**src/rtl/encoder.sv**
```systemverilog
// Run-length encoder: reads N input bytes and writes (char, run length) pairs
// into two result memories that share one combinational read port.
// Optional build macro: ENCODER_ZERO_TERM_EN -- a 0x00 byte ends the input.

// Simple N x DATA_WIDTH memory: synchronous write, combinational read, never reset
module enc_ram #(
   parameter int unsigned ADDR_WIDTH = 4,
   parameter int unsigned DATA_WIDTH = 8
) (
   input  logic                  clk,
   input  logic                  we,
   input  logic [ADDR_WIDTH-1:0] waddr,
   input  logic [DATA_WIDTH-1:0] wdata,
   input  logic [ADDR_WIDTH-1:0] raddr,
   output logic [DATA_WIDTH-1:0] rdata
);
   localparam int unsigned N = 2 ** ADDR_WIDTH;

   logic [DATA_WIDTH-1:0] mem [N];

   // Write port; contents survive reset by design
   always_ff @(posedge clk) begin
      if (we) mem[waddr] <= wdata;
   end

   assign rdata = mem[raddr];
endmodule

// Walks the input memory once and emits one (char, length) record per run
module grouper #(
   parameter int unsigned ADDR_WIDTH = 4,
   parameter int unsigned DATA_WIDTH = 8
) (
   input  logic                  clk,
   input  logic                  rst_n,
   input  logic                  start,
   input  logic [DATA_WIDTH-1:0] rdata,
   output logic [ADDR_WIDTH-1:0] av,
   output logic [ADDR_WIDTH:0]   ao,
   output logic [ADDR_WIDTH:0]   ac,
   output logic [DATA_WIDTH-1:0] ao_current_char,
   output logic [ADDR_WIDTH-1:0] npo,
   output logic                  we_c,
   output logic                  end_c
);
   localparam int unsigned AC_W = ADDR_WIDTH + 1;

   typedef enum logic [2:0] {G_IDLE, G_LOAD, G_CMP, G_EMIT, G_END} g_state_t;

   g_state_t state;
   logic     e;
   logic     npv;
   logic     last_c;
   logic     term_c;

   // The byte at av is the last one of the memory
   assign last_c = &av;

`ifdef ENCODER_ZERO_TERM_EN
   assign term_c = (rdata == '0);
`else
   assign term_c = 1'b0;
`endif

   assign we_c  = (state == G_EMIT) && npv;
   assign end_c = (state == G_END);

   // Run grouping FSM: one byte consumed per cycle, a run is emitted on a change
   always_ff @(posedge clk or posedge rst_n) begin
      if (rst_n) begin
         state           <= G_IDLE;
         av              <= '0;
         ao              <= '0;
         ac              <= '0;
         ao_current_char <= '0;
         npo             <= '0;
         e               <= 1'b0;
         npv             <= 1'b0;
      end else begin
         case (state)
            G_IDLE: begin
               if (start) begin
                  av    <= '0;
                  ao    <= '0;
                  ac    <= '0;
                  npo   <= '0;
                  e     <= 1'b0;
                  npv   <= 1'b1;
                  state <= G_LOAD;
               end
            end
            G_LOAD: begin
               if (term_c) begin
                  e     <= 1'b1;
                  state <= G_END;
               end else begin
                  ao_current_char <= rdata;
                  ac              <= AC_W'(1);
                  if (last_c) begin
                     e     <= 1'b1;
                     state <= G_EMIT;
                  end else begin
                     av    <= av + 1'b1;
                     state <= G_CMP;
                  end
               end
            end
            G_CMP: begin
               if (term_c) begin
                  e     <= 1'b1;
                  state <= G_EMIT;
               end else if (rdata == ao_current_char) begin
                  ac <= ac + 1'b1;
                  if (last_c) begin
                     e     <= 1'b1;
                     state <= G_EMIT;
                  end else begin
                     av <= av + 1'b1;
                  end
               end else begin
                  // mismatch: byte at av is not consumed, it opens the next run
                  state <= G_EMIT;
               end
            end
            G_EMIT: begin
               ao  <= ao + 1'b1;
               npo <= npo + 1'b1;
               if (e) begin
                  state <= G_END;
               end else if (term_c) begin
                  e     <= 1'b1;
                  state <= G_END;
               end else begin
                  ao_current_char <= rdata;
                  ac              <= AC_W'(1);
                  if (last_c) begin
                     e     <= 1'b1;
                     state <= G_EMIT;
                  end else begin
                     av    <= av + 1'b1;
                     state <= G_CMP;
                  end
               end
            end
            G_END: begin
               npv   <= 1'b0;
               state <= G_IDLE;
            end
            default: state <= G_IDLE;
         endcase
      end
   end
endmodule

module encoder #(
   parameter int unsigned ADDR_WIDTH = 4,
   parameter int unsigned DATA_WIDTH = 8
) (
   input  logic                  clk,
   input  logic                  rst_n,
   input  logic                  cs,
   input  logic                  ld_we,
   input  logic [ADDR_WIDTH-1:0] ld_addr,
   input  logic [DATA_WIDTH-1:0] ld_data,
   input  logic [ADDR_WIDTH-1:0] rd_addr,
   output logic [DATA_WIDTH-1:0] rd_char,
   output logic [DATA_WIDTH-1:0] rd_code,
   output logic [ADDR_WIDTH:0]   runs,
   output logic                  done
);
   typedef enum logic [1:0] {IDLE, RUN, DONE} state_t;

   state_t                state;
   logic                  start_c;
   logic                  in_we_c;
   logic [DATA_WIDTH-1:0] in_rdata;
   logic [ADDR_WIDTH-1:0] g_av;
   logic [ADDR_WIDTH:0]   g_ao;
   logic [ADDR_WIDTH:0]   g_ac;
   logic [DATA_WIDTH-1:0] g_char;
   logic [ADDR_WIDTH-1:0] g_npo;
   logic                  g_we_c;
   logic                  g_end_c;
   logic [DATA_WIDTH-1:0] a_output_code;

   assign start_c       = (state == IDLE) && cs;
   assign in_we_c       = (state == IDLE) && ld_we;
   assign a_output_code = DATA_WIDTH'(g_ac);

   // Top-level pass control and result registers
   always_ff @(posedge clk or posedge rst_n) begin
      if (rst_n) begin
         state <= IDLE;
         runs  <= '0;
         done  <= 1'b0;
      end else begin
         case (state)
            IDLE: begin
               if (cs) state <= RUN;
            end
            RUN: begin
               if (g_end_c) begin
                  state <= DONE;
                  done  <= 1'b1;
                  runs  <= g_ao;
               end
            end
            DONE: begin
               if (!cs) begin
                  state <= IDLE;
                  done  <= 1'b0;
               end
            end
            default: state <= IDLE;
         endcase
      end
   end

   enc_ram #(.ADDR_WIDTH(ADDR_WIDTH), .DATA_WIDTH(DATA_WIDTH)) input_ram (
      .clk   (clk),
      .we    (in_we_c),
      .waddr (ld_addr),
      .wdata (ld_data),
      .raddr (g_av),
      .rdata (in_rdata)
   );

   enc_ram #(.ADDR_WIDTH(ADDR_WIDTH), .DATA_WIDTH(DATA_WIDTH)) output_ram (
      .clk   (clk),
      .we    (g_we_c),
      .waddr (g_npo),
      .wdata (g_char),
      .raddr (rd_addr),
      .rdata (rd_char)
   );

   enc_ram #(.ADDR_WIDTH(ADDR_WIDTH), .DATA_WIDTH(DATA_WIDTH)) output_code_ram (
      .clk   (clk),
      .we    (g_we_c),
      .waddr (g_npo),
      .wdata (a_output_code),
      .raddr (rd_addr),
      .rdata (rd_code)
   );

   grouper #(.ADDR_WIDTH(ADDR_WIDTH), .DATA_WIDTH(DATA_WIDTH)) grouper (
      .clk             (clk),
      .rst_n           (rst_n),
      .start           (start_c),
      .rdata           (in_rdata),
      .av              (g_av),
      .ao              (g_ao),
      .ac              (g_ac),
      .ao_current_char (g_char),
      .npo             (g_npo),
      .we_c            (g_we_c),
      .end_c           (g_end_c)
   );
endmodule

```
**config.mk**
```make
export PLATFORM = sky130hd
export DESIGN_NAME = encoder
export DESIGN_NICKNAME = d
export VERILOG_FILES = /design/src/rtl/encoder.sv
export SDC_FILE = /design/constraint.sdc
export NUM_CORES = 1
export LEC_CHECK = 0
export CAP_MARGIN = 20
export CORE_ASPECT_RATIO = 1.4
export CORE_MARGIN = 5
export CORE_UTILIZATION = 45
export CTS_CLUSTER_DIAMETER = 40
export DETAILED_ROUTE_END_ITERATION = 7
export HOLD_SLACK_MARGIN = 0.03
export MAX_ROUTING_LAYER = met4
export PLACE_DENSITY = 0.67
export REMOVE_ABC_BUFFERS = 1
export SYNTH_ARGS = -nofsm -noshare
export SYNTH_HDL_FRONTEND = slang
export SYNTH_SLANG_ARGS = --single-unit
```
**constraint.sdc**
```tcl
create_clock -name clk -period 8.3 [get_ports clk]
set_input_delay 1.66 -clock clk [delete_from_list [all_inputs] [get_ports clk]]
set_output_delay 1.66 -clock clk [all_outputs]
set_load 0.02 [all_outputs]
```
Word level (Yosys, flattened, before mapping)

Memory sizes are Yosys's and may differ from the RTL's.
Cells that the tools add are included.

Register bits after elaboration: 39
Latch bits: 0
Bits in writable memories: 336
ROM bits: 0
Output and inout bits: 22
Word-level logic and storage cells: 90
Memories: 3

Add/sub/neg operators: 4
Multiply operators: 0
Divide/modulo/power cells: 0
Order comparisons: 0
Equal/unequal tests: 14
Shift operators: 0
Muxes and demuxes: 38
Bitwise gates (word level): 0
Reductions and logical operators: 20

Memories:

| name                | depth | bits a word | read ports | clocked after Yosys merged registers in | write ports | line | source |
|---|---|---|---|---|---|---|---|
| input_ram.mem       | 16    | 8           | 1          | 0                                       | 1           | 19   | `logic [DATA_WIDTH-1:0] mem [N];` |
| output_ram.mem      | 16    | 8           | 1          | 0                                       | 1           | 19   |  |
| output_code_ram.mem | 16    | 5           | 1          | 0                                       | 1           | 19   |  |

Operator list:

| cell                                                 | count |
|---|---|
| one-hot mux 5 bit (4 select lines)                   | 1 |
| 2-to-1 mux 4 bit                                     | 4 |
| one-hot mux 4 bit (4 select lines)                   | 1 |
| one-hot mux 8 bit (2 select lines)                   | 1 |
| 2-to-1 mux 5 bit                                     | 3 |
| 2-to-1 mux 1 bit                                     | 13 |
| 2-to-1 mux 3 bit                                     | 4 |
| one-hot mux 3 bit (4 select lines)                   | 1 |
| adder 5 x 1 -> 5 bit (second input constant)         | 2 |
| one-hot mux 5 bit (2 select lines)                   | 1 |
| AND reduction 2 bit                                  | 5 |
| AND reduction 3 bit                                  | 3 |
| adder 4 x 1 -> 4 bit (second input constant)         | 2 |
| equality test 8 bit                                  | 1 |
| 2-to-1 mux 8 bit                                     | 1 |
| != test 2 bit (second input constant)                | 4 |
| one-hot mux 4 bit (2 select lines)                   | 1 |
| AND reduction 4 bit                                  | 2 |
| nonzero test 2 bit                                   | 4 |
| equality test 3 x 2 -> 1 bit (second input constant) | 2 |
| 2-to-1 mux 2 bit                                     | 3 |
| one-hot mux 2 bit (3 select lines)                   | 1 |
| != test 2 x 1 -> 1 bit (second input constant)       | 2 |
| one-hot mux 1 bit (2 select lines)                   | 2 |
| 10 further kinds                                     | 12 |

Longest topological paths before layout

Depth in word-level cells: 4
Depth in mapped cells: 13
Depth with buffers taken out: 8

Cells and area by module

A second synthesis with hierarchy kept.

Cells, all modules: 847
Area total of the unflattened synthesis: 16938.7 µm²

Modules (own cells, without submodules):

| module  | instances | cells an instance | area an instance (µm²) |
|---|---|---|---|
| enc_ram | 3         | 221               | 4987.3 |
| grouper | 1         | 158               | 1635.3 |
| encoder | 1         | 26                | 341.6 |

Least setup slack after synthesis

No wires, ideal clock.

Kind: input to output
Start point: in rd_addr[0]
End point: out rd_char[0]
Arrival time: 3.560 ns
Data required time: 6.640 ns
Path slack: 3.080 ns
Stages: 4
Path buffers: 2
Path through: clkbuf_1 buf_1 mux4_2 mux4_2

Cells in the longest elaborated chain, start to end: 1

RTL lines:

| item                | line | source |
|---|---|---|
| from (decl)         | 165  | `input logic [ADDR_WIDTH-1:0] rd_addr,` |
| memory (16 x 8 bit) | n/a  |  |
| to (decl)           | 166  | `output logic [DATA_WIDTH-1:0] rd_char,` |

Every way passes these cells.

Final worst setup path

Start point: in rd_addr[1]
End point: out rd_char[7]

Same word-level chain as after synthesis.

==> impl_metrics.json <==
{
  "ys_seq_area_share_pct": 73.3,
  "initial_core_util_pct": 45.5,
  "grt-ovfl-total": 0,
  "synth_edf_count": 336,
  "vias_per_cell": 5.53,
  "cts_setup_buffers": 0,
  "seqPwrFrac_pct": 47.1,
  "syn_area_mm2": 0.0151,
  "internal-power_uw": 3730,
  "totalWireLength_mm": 30.0,
  "async_flop_share_pct": 10.4,
  "rsz0062_at_grt": "false",
  "drv_slew": 0,
  "r2r_slack_ns": 4.79,
  "worst_pin_slew_ns": 1.03,
  "cts_made_buffers": 40,
  "drive_gt1_share_pct": 20.7,
  "yosysMostFrequentCell": "edfxtp_1",
  "fin_crit_sh_pct": 69.1,
  "tns_ns": 0,
  "crit_end": "rd_char[7]",
  "synth-main-ff-cell": "edfxtp_1",
  "vias": 7458,
  "ys_ff_latch": 375,
  "cp-startpoint": "rd_addr[1]",
  "coreArea_mm2": 0.0332,
  "synth_cell_types": 55,
  "synth_cells": 803,
  "whs_ns": 0.499,
  "clock_path_buffers": 3,
  "cts-resized-gates": 0,
  "cap_violations": 0,
  "min_path_type": "reg2reg",
  "crit_arrival_ns": 4.08,
  "place.gp.congestion": 0.761,
  "cts_root_buffer": "clkbuf_16",
  "fp-row-count": 79,
  "synthTopCellsByCount": "edfxtp_1, mux4_2, nand2_1, nor2_1, dfrtp_1",
  "status": "completed",
  "final_antenna_net_count": 0,
  "worstHoldStart": "grouper.ao[4]",
  "reg2reg_depth": 8,
  "port_buffers": 38,
  "p_leak_uw": 0.00576,
  "comb_power_share_pct": 20.2,
  "grt_pass1_wl_mm": 46.9,
  "ys_warn_count": 0,
  "die_h_um": 227,
  "peakVddDrop_v": 0.000169,
  "hpwlAfterDp_mm": 17.7,
  "max_freq_mhz": 174,
  "setup_violations": 0,
  "critPathRequiredTime_ns": 6.64,
  "synth.area.top_cells": "edfxtp_1, mux4_2, dfrtp_1, mux2i_1, mux4_1",
  "design.die.area_mm2": 0.0374,
  "area_growth_pct": 15.0,
  "drt-wirelength-per-cell_um": 22.3,
  "grt_pass1_vias": 7820,
  "crit_path_start_kind": "primary input",
  "avgSynthCellArea_um2": 18.8,
  "clkSlewWorstSetupHoldPaths_ns": 0.06,
  "pin_count": 42,
  "hold_violations": 0,
  "grt_max_degree": 53,
  "htreeDepth": 2,
  "diodes": 0,
  "switching_power_uw": 1520,
  "p_sw_share_pct": 29.0,
  "cts.sinks": 375,
  "route.detailed.drc": 0,
  "drtPass1Iterations": 5,
  "layout.nets": 898,
  "slew_headroom_pct": 31.3,
  "crit_path_end_kind": "output pin",
  "critPathMaxFanout": 27,
  "worst_clock_skew_ns": 0.0265,
  "drt_iter0_markers": 498,
  "clock_latency_ns": 0.54,
  "path_class": "in2out",
  "antenna_found_initial": 0,
  "cts_tree": "done",
  "rr_startpoint": "grouper.av[1]",
  "clock_power_share_pct": 32.7,
  "powerDensity_mw_per_mm2": 302,
  "rr_endpoint": "grouper.ac[4]",
  "grtUsageTotal_pct": 17.2,
  "synth.top_cell.area_share_pct": 66.8,
  "cts_hold_buf": 0,
  "min_period_ns": 5.74,
  "die_x_um": 165,
  "synth_area_leader_cell": "edfxtp_1"
}
## cell families (layout without fill, tap and decap cells)
logic type | after synthesis | after routing | share of synthesized area, %
flip-flops | 375 | 375 | 73.3
AND/OR/NAND/NOR | 173 | 173 | 5.49
multiplexers | 122 | 122 | 15.5
AO/OA/AOI/OAI | 67 | 67 | 2.97
buffers and inverters | 48 | 146 | 1.63
XOR/XNOR | 10 | 10 | 0.580
adder cells (fa/ha/maj) | 7 | 7 | 0.580
other | 1 | 3 | 0.0248
## power groups by stage
stage	combinational (uW)	clock, uW	sequential, uW
after global placement	1050	0	2500
after detailed placement	1070	0	2510
final	1060	1720	2470
after CTS	1070	1750	2470
after global routing	1170	1840	2500
after floorplan	670	0	2530
## cell usage in the layout (no fill, tap or decap), types with 4 or more instances in the layout
master,instances
nand2b_1,5
o21ai_0,21
and3_1,6
a21oi_1,5
clkinv_2,5
dfrtp_1,38
mux4_2,74
nor3_1,9
clkinv_4,4
mux2_2,10
mux2i_1,27
clkbuf_16,42
mux4_1,10
inv_1,6
nor2_1,46
nor2b_1,7
xnor2_1,5
clkdlybuf4s50_1,36
a31oi_1,6
nand4_1,8
nor3_2,6
ha_1,7
nand3_1,20
o31ai_1,5
buf_4,27
a22oi_1,11
nand2_1,49
clkbuf_1,10
edfxtp_1,336
clkinvlp_4,4
xor2_1,5
## sequential cells by signal (all words and copies together) (netlist names)
| name | flops |
|---|---|
| grouper.state | 3 |
| done | 1 |
| output_ram.mem | 128 |
| output_code_ram.mem | 80 |
| runs | 5 |
| grouper.e | 1 |
| grouper.npv | 1 |
| grouper.ao_current_char | 8 |
| state | 2 |
| grouper.ao | 5 |
| input_ram.mem | 128 |
| grouper.ac | 5 |
| grouper.npo | 4 |
| grouper.av | 4 |
## layout make-up
type,count,area (um2)
timing repair buffer,65,596
clock inverter,19,161
sequential,375,11100
inverter,7,26.3
multi-input combinational,382,3830
tap,445,557
clock buffer,55,1130
fill,2678,15800
## layer usage
| layer | wire, um | up-vias | track usage, % | share of wire, % |
|---|---|---|---|---|
| met5 | 0 | - | - | 0 |
| met4 | 643 | 0 | 4.46 | 2.1 |
| met3 | 1270 | 52 | 2.56 | 4.2 |
| met2 | 16400 | 162 | 30.6 | 55 |
| met1 | 11700 | 3857 | 20.7 | 39 |
| li1 | - | 3387 | - | - |
## stage by stage
step,worst slack [ns],cells,power (uW),area [um2],util (%)
floorplan,3.98,764,3200,14900,-
global placement,2.47,1273,3550,16000,48.3
detailed placement,2.41,1273,3580,16000,48.3
CTS,2.41,1347,5300,17300,52.2
global route,2.44,1348,5510,17400,52.3
finish,2.56,1348,5250,17400,52.3
## critical path, cell delays in order
cell	delay, ns
buf_2	0.52
buf_4	0.48
mux4_2	0.37
mux4_2	0.47
clkdlybuf4s50_1	0.55
## worst min-delay path by stage
stage	endpoint	slack [ns]	cells past startpoint
after floorplan	grouper.ao[4]	0.45	1
after global routing	runs[2]	0.53	1
after detailed placement	grouper.ao[4]	0.49	1
final	grouper.ao[4]	0.50	1
after global placement	grouper.ao[4]	0.48	1
after CTS	grouper.ao[4]	0.51	1
Power figures use the tool's default switching activity.
